### src/rtl/interleaver_pingpong_ctrl.sv
// Ping-pong frame buffer between the bit interleaver and the QPSK mapper.
// One bank fills at the permuted index while the other drains in ascending address order.
module interleaver_pingpong_ctrl #(
   parameter int NCBPS  = 192,
   parameter int IDX_W  = $clog2(NCBPS),
   parameter int FCNT_W = 8
) (
   input  logic              clk,
   input  logic              reset,
   input  logic              in_valid,
   input  logic              in_data,
   input  logic [IDX_W-1:0]  in_index,
   output logic              in_ready,
   input  logic              out_ready,
   output logic              out_valid,
   output logic              out_data,
   output logic              out_last,
   output logic [FCNT_W-1:0] frames_done,
   output logic              err_range,
   output logic              err_dup
);

   localparam logic [IDX_W-1:0] LAST_IDX = IDX_W'(NCBPS - 1);
   localparam logic [IDX_W:0]   DEPTH    = (IDX_W + 1)'(NCBPS);

   // bank_full[b]: 0 = EMPTY, 1 = FULL
   logic [1:0]            bank_full, bank_full_nxt;
   logic                  wr_bank, wr_bank_nxt;
   logic                  rd_bank, rd_bank_nxt;
   logic [IDX_W-1:0]      wr_cnt, wr_cnt_nxt;
   logic [IDX_W-1:0]      rd_cnt, rd_cnt_nxt;
   logic [1:0][NCBPS-1:0] written, written_nxt;
   logic [FCNT_W-1:0]     frames_done_nxt;
   logic                  err_range_nxt, err_dup_nxt;
   logic [1:0][NCBPS-1:0] mem;

   logic accept, xfer, in_range;

   always_ff @(posedge clk or posedge reset) begin
      if (reset) begin
         bank_full   <= '0;
         wr_bank     <= 1'b0;
         rd_bank     <= 1'b0;
         wr_cnt      <= '0;
         rd_cnt      <= '0;
         written     <= '0;
         frames_done <= '0;
         err_range   <= 1'b0;
         err_dup     <= 1'b0;
      end else begin
         bank_full   <= bank_full_nxt;
         wr_bank     <= wr_bank_nxt;
         rd_bank     <= rd_bank_nxt;
         wr_cnt      <= wr_cnt_nxt;
         rd_cnt      <= rd_cnt_nxt;
         written     <= written_nxt;
         frames_done <= frames_done_nxt;
         err_range   <= err_range_nxt;
         err_dup     <= err_dup_nxt;
      end
   end

   // Bank storage carries data only, so it is left out of reset.
   always_ff @(posedge clk) begin
      if (accept && in_range)
         mem[wr_bank][in_index] <= in_data;
   end

   always_comb begin
      in_range        = ({1'b0, in_index} < DEPTH);
      accept          = in_valid && in_ready;
      xfer            = out_valid && out_ready;
      bank_full_nxt   = bank_full;
      wr_bank_nxt     = wr_bank;
      rd_bank_nxt     = rd_bank;
      wr_cnt_nxt      = wr_cnt;
      rd_cnt_nxt      = rd_cnt;
      written_nxt     = written;
      frames_done_nxt = frames_done;
      err_range_nxt   = err_range;
      err_dup_nxt     = err_dup;

      if (accept) begin
         if (in_range) begin
            if (written[wr_bank][in_index])
               err_dup_nxt = 1'b1;
            written_nxt[wr_bank][in_index] = 1'b1;
         end else begin
            err_range_nxt = 1'b1;
         end
         // A bank completes on the NCBPS-th accept regardless of which indices arrived.
         if (wr_cnt == LAST_IDX) begin
            bank_full_nxt[wr_bank] = 1'b1;
            wr_cnt_nxt             = '0;
            written_nxt[wr_bank]   = '0;
            wr_bank_nxt            = ~wr_bank;
         end else begin
            wr_cnt_nxt = wr_cnt + 1'b1;
         end
      end

      // Fill and drain always target different banks, so both updates can land together.
      if (xfer) begin
         if (rd_cnt == LAST_IDX) begin
            bank_full_nxt[rd_bank] = 1'b0;
            rd_cnt_nxt             = '0;
            rd_bank_nxt            = ~rd_bank;
            frames_done_nxt        = frames_done + 1'b1;
         end else begin
            rd_cnt_nxt = rd_cnt + 1'b1;
         end
      end
   end

   always_comb begin
      in_ready  = ~bank_full[wr_bank];
      out_valid = bank_full[rd_bank];
      out_data  = out_valid & mem[rd_bank][rd_cnt];
      out_last  = out_valid && (rd_cnt == LAST_IDX);
   end

endmodule

### config.mk
export PLATFORM = sky130hd
export DESIGN_NAME = interleaver_pingpong_ctrl
export DESIGN_NICKNAME = d
export VERILOG_FILES = /design/src/rtl/interleaver_pingpong_ctrl.sv
export SDC_FILE = /design/constraint.sdc
export NUM_CORES = 2
export LEC_CHECK = 0
export CELL_PAD_IN_SITES_DETAIL_PLACEMENT = 1
export CELL_PAD_IN_SITES_GLOBAL_PLACEMENT = 1
export CORE_ASPECT_RATIO = 1.5
export CORE_MARGIN = 1
export CORE_UTILIZATION = 52
export DETAILED_ROUTE_END_ITERATION = 8
export GPL_ROUTABILITY_DRIVEN = 0
export GPL_TIMING_DRIVEN = 0
export HOLD_SLACK_MARGIN = 0.05
export PLACE_DENSITY = 0.81
export SLEW_MARGIN = 20
export SYNTH_ARGS = -nofsm -noshare
export SYNTH_HDL_FRONTEND = slang
export SYNTH_SLANG_ARGS = --single-unit
### constraint.sdc
create_clock -name clk -period 17.5 [get_ports clk]
set_input_delay 1.75 -clock clk [delete_from_list [all_inputs] [get_ports clk]]
set_output_delay 1.75 -clock clk [all_outputs]
set_load 0.01 [all_outputs]
==> run_results.csv <==
group,metric,value,unit
logic_synthesis,yosysSeqAreaShare,0.611,
logic_synthesis,syn-num-nets,3047,
min_path,holdPathStages,1,
floorplan,die_w,216,um
setup_path,rrSetupSlack,13.11,ns
grt,grt_overflow,0,
grt,grt_pass1_vias,29700,
timing,maxSlewViolCount,0,
detailed_routing,wl_per_cell,35.3,um
timing,fin_crit_sh,0.408,
timing,hold_violations,0,
setup_path,cpPeakStageDelay,0.90,ns
power,p_int,3.03,mW
detailed_routing,wirelength,145,mm
power,p_switching,0.970,mW
power,p_seq_frac,0.509,
clock_tree,cts_sinks,798,
floorplan,ios,27,
logic_synthesis,synthTopCellsByCount,"637 x nor2_1, 426 x nand2_1, 414 x dfrtp_1, 384 x edfxtp_1, 218 x a31oi_1",
setup_path,crit_buf_inv,5,
logic_synthesis,synth_edf_count,384,
power,switching_share,0.243,
logic_synthesis,synth_area_per_cell,11.8,sq um
setup_path,endpoint_kind,"output port",
detailed_routing,drtIter0Drc,3360,
clock_tree,htreeDepth,3,
timing,tightest_slew,1.27,ns
setup_path,cp-endpoint,"out_data",
timing,rsz0062_at_grt,"false",
flow_run,drv_cap,0,
timing,setup_violations,0,
logic_synthesis,ys.flop_type,"dfrtp_1",
timing,final.setup.tns,0,ns
detailed_routing,antenna_left,0,
grt,grtUsageTotal,0.420,
timing,skew,0.0226,ns
setup_path,path_cells,"buf_2, buf_2, buf_2, buf_2, mux2i_1, o22ai_1, a21oi_1, o21ai_0, a2111oi_2, nand4b_1, o211ai_1, clkdlybuf4s50_1",
setup_path,required,15.75,ns
power,power_frac_comb,0.061,
logic_synthesis,yosysWarnings,0,
final_layout,fin_nets,3156,
setup_path,cp.depth,12,
setup_path,crit_family,"buffers and inverters",
min_path,hold_class,"reg -> reg",
setup_path,ff2ff_path_depth,8,
grt,grt_pass1_wl,206,mm
logic_synthesis,synth.area.top_cells,"edfxtp_1 32%, dfrtp_1 29%, mux4_2 11%",
final_layout,area_growth,11.5,%
setup_path,startpoint,"rd_cnt[0]$_DFFE_PP0P_",
clock_tree,clock_latency,0.66,ns
setup_path,startpoint_type,"register",
logic_synthesis,synth_top_area_frac,0.322,
placed_design,port_buffers,23,
setup_path,cp_common_cell,"buf_2",
logic_synthesis,ys_seq_elements,798,
grt,grt_max_degree,173,
power,cellPowerDensity,100,nW/um^2
floorplan,rows,117,
logic_synthesis,ys_types,62,
setup_path,critPathArrivalTime,5.39,ns
power,ir_worst_vdd,117,uV
timing,slew_headroom,0.151,
floorplan,die_area,70000,sq um
clock_tree,post_cts_resized,0,
floorplan,coreArea,68100,sq um
logic_synthesis,syn_area,35800,sq um
floorplan,start_util,0.526,
detailed_routing,avgViaCountPerCell,6.98,
setup_path,reg2reg_from,"wr_bank$_DFFE_PP0P_",
clock_tree,cts_tree,"yes",
timing,hold_slack,0.481,ns
placed_design,place_hpwl,97.0,mm
setup_path,crit_type,"reg -> out",
timing,layout_min_cycle_time,7.14,ns
detailed_routing,dr.pass1.iters,6,
power,p_leak,14.9,nW
clock_tree,cts-buffers-inserted,77,
clock_tree,path_clk_slew,0.07,ns
detailed_routing,drc,0,
clock_tree,cts_setup_buffers,0,
clock_tree,cts_buffer_depth,3,
timing,fmax,0.140,GHz
clock_tree,postCtsHoldBufs,0,
setup_path,path_max_fanout,10,
logic_synthesis,synth_largest_area_cell,"edfxtp_1",
floorplan,die_y,324,um
final_layout,drive_above_1_share,0.138,
logic_synthesis,synthArstFlopShare,0.519,
setup_path,slowest_stage,"a2111oi_2",
logic_synthesis,syn_inst,3031,
detailed_routing,vias,28600,
run_status,status,"completed",
grt,antenna_found_initial,8,
power,clock_power_share,0.431,
clock_tree,cts-root-buf,"clkbuf_16",
logic_synthesis,synth_most_common_cell,"nor2_1",
per-layer routing:
| metal | track usage | vias to the layer above | wire [um] |
|---|---|---|---|
| li1 | - | 11100 | - |
| met1 | 0.467 | 14600 | 46400 |
| met2 | 0.659 | 2125 | 66500 |
| met3 | 0.134 | 777 | 16600 |
| met4 | 0.357 | 10 | 15000 |
| met5 | 0 | - | 68 |
metrics by stage:
| step | instances | utilization | total power, mW | instance area [sq um] | setup WS [ns] |
|---|---|---|---|---|---|
| 4_1_cts | 4095 | 0.587 | 3.97 | 39900 | 10.49 |
| 2_1_floorplan | 3031 | - | 2.19 | 35800 | 4.23 |
| 5_1_grt | 4096 | 0.587 | 4.06 | 40000 | 10.31 |
| 3_5_place_dp | 3952 | 0.549 | 2.30 | 37400 | 11.05 |
| 3_3_place_gp | 3946 | 0.546 | 2.29 | 37200 | -0.412 |
| 6_report | 4097 | 0.587 | 4.00 | 40000 | 10.36 |
cell usage in the layout (no fill, tap or decap), types with 64 or more instances in the layout:
| cell type | count |
|---|---|
| nor2_1 | 630 |
| clkbuf_16 | 81 |
| mux2i_1 | 64 |
| mux4_2 | 181 |
| nand2_1 | 426 |
| o21ai_0 | 183 |
| clkbuf_1 | 183 |
| a31oi_1 | 218 |
| edfxtp_1 | 384 |
| dfrtp_1 | 414 |
cell families (layout without fill, tap and decap cells):
| group | Yosys count | count (layout) | share of synthesized area |
|---|---|---|---|
| buffers and inverters | 290 | 463 | 0.0364 |
| AO/OA/AOI/OAI | 489 | 489 | 0.0818 |
| AND/OR/NAND/NOR | 1177 | 1177 | 0.130 |
| flip-flops | 798 | 798 | 0.611 |
| multiplexers | 257 | 257 | 0.135 |
| adder cells (fa/ha/maj) | 3 | 3 | 0.00105 |
| other | 0 | 1 | 0 |
| XOR/XNOR | 17 | 17 | 0.00415 |
worst min path at each step:
stage / start / endpoint
floorplan: register / register
global placement: err_range$_DFFE_PP0P_ / err_range$_DFFE_PP0P_
detailed placement: err_range$_DFFE_PP0P_ / err_range$_DFFE_PP0P_
CTS: err_range$_DFFE_PP0P_ / err_range$_DFFE_PP0P_
global route: err_range$_DFFE_PP0P_ / err_range$_DFFE_PP0P_
finish: err_range$_DFFE_PP0P_ / err_range$_DFFE_PP0P_
worst register-to-register path: cells and delay by family (launching register included):
kind | cells | cell delay, ns
simple gates | 2 | 1.49
buf+inv | 3 | 1.08
compound gates | 2 | 0.86
mux | 1 | 0.53
flops | 1 | 0.33
area by class of cell:
type                    instances  area (sq um)
inverters                       9          41.3
clock inverters                34           277
diodes                          1          2.50
well taps                     892          1120
repair buffers                 30           399
multi-input cells            1943         12700
clock buffers                 109          2270
fillers                      6912         28100
flip-flops and latches        798         21900
plain buffers                 281          1300
power by group through the flow:
| stage | clock [mW] | combinational, mW | sequential [mW] |
|---|---|---|---|
| finish | 1.72 | 0.243 | 2.03 |
| global placement | 0 | 0.214 | 2.08 |
| CTS | 1.71 | 0.232 | 2.03 |
| global route | 1.77 | 0.252 | 2.03 |
| floorplan | 0 | 0.132 | 2.06 |
| detailed placement | 0 | 0.229 | 2.07 |
Power figures use the tool's default switching activity.
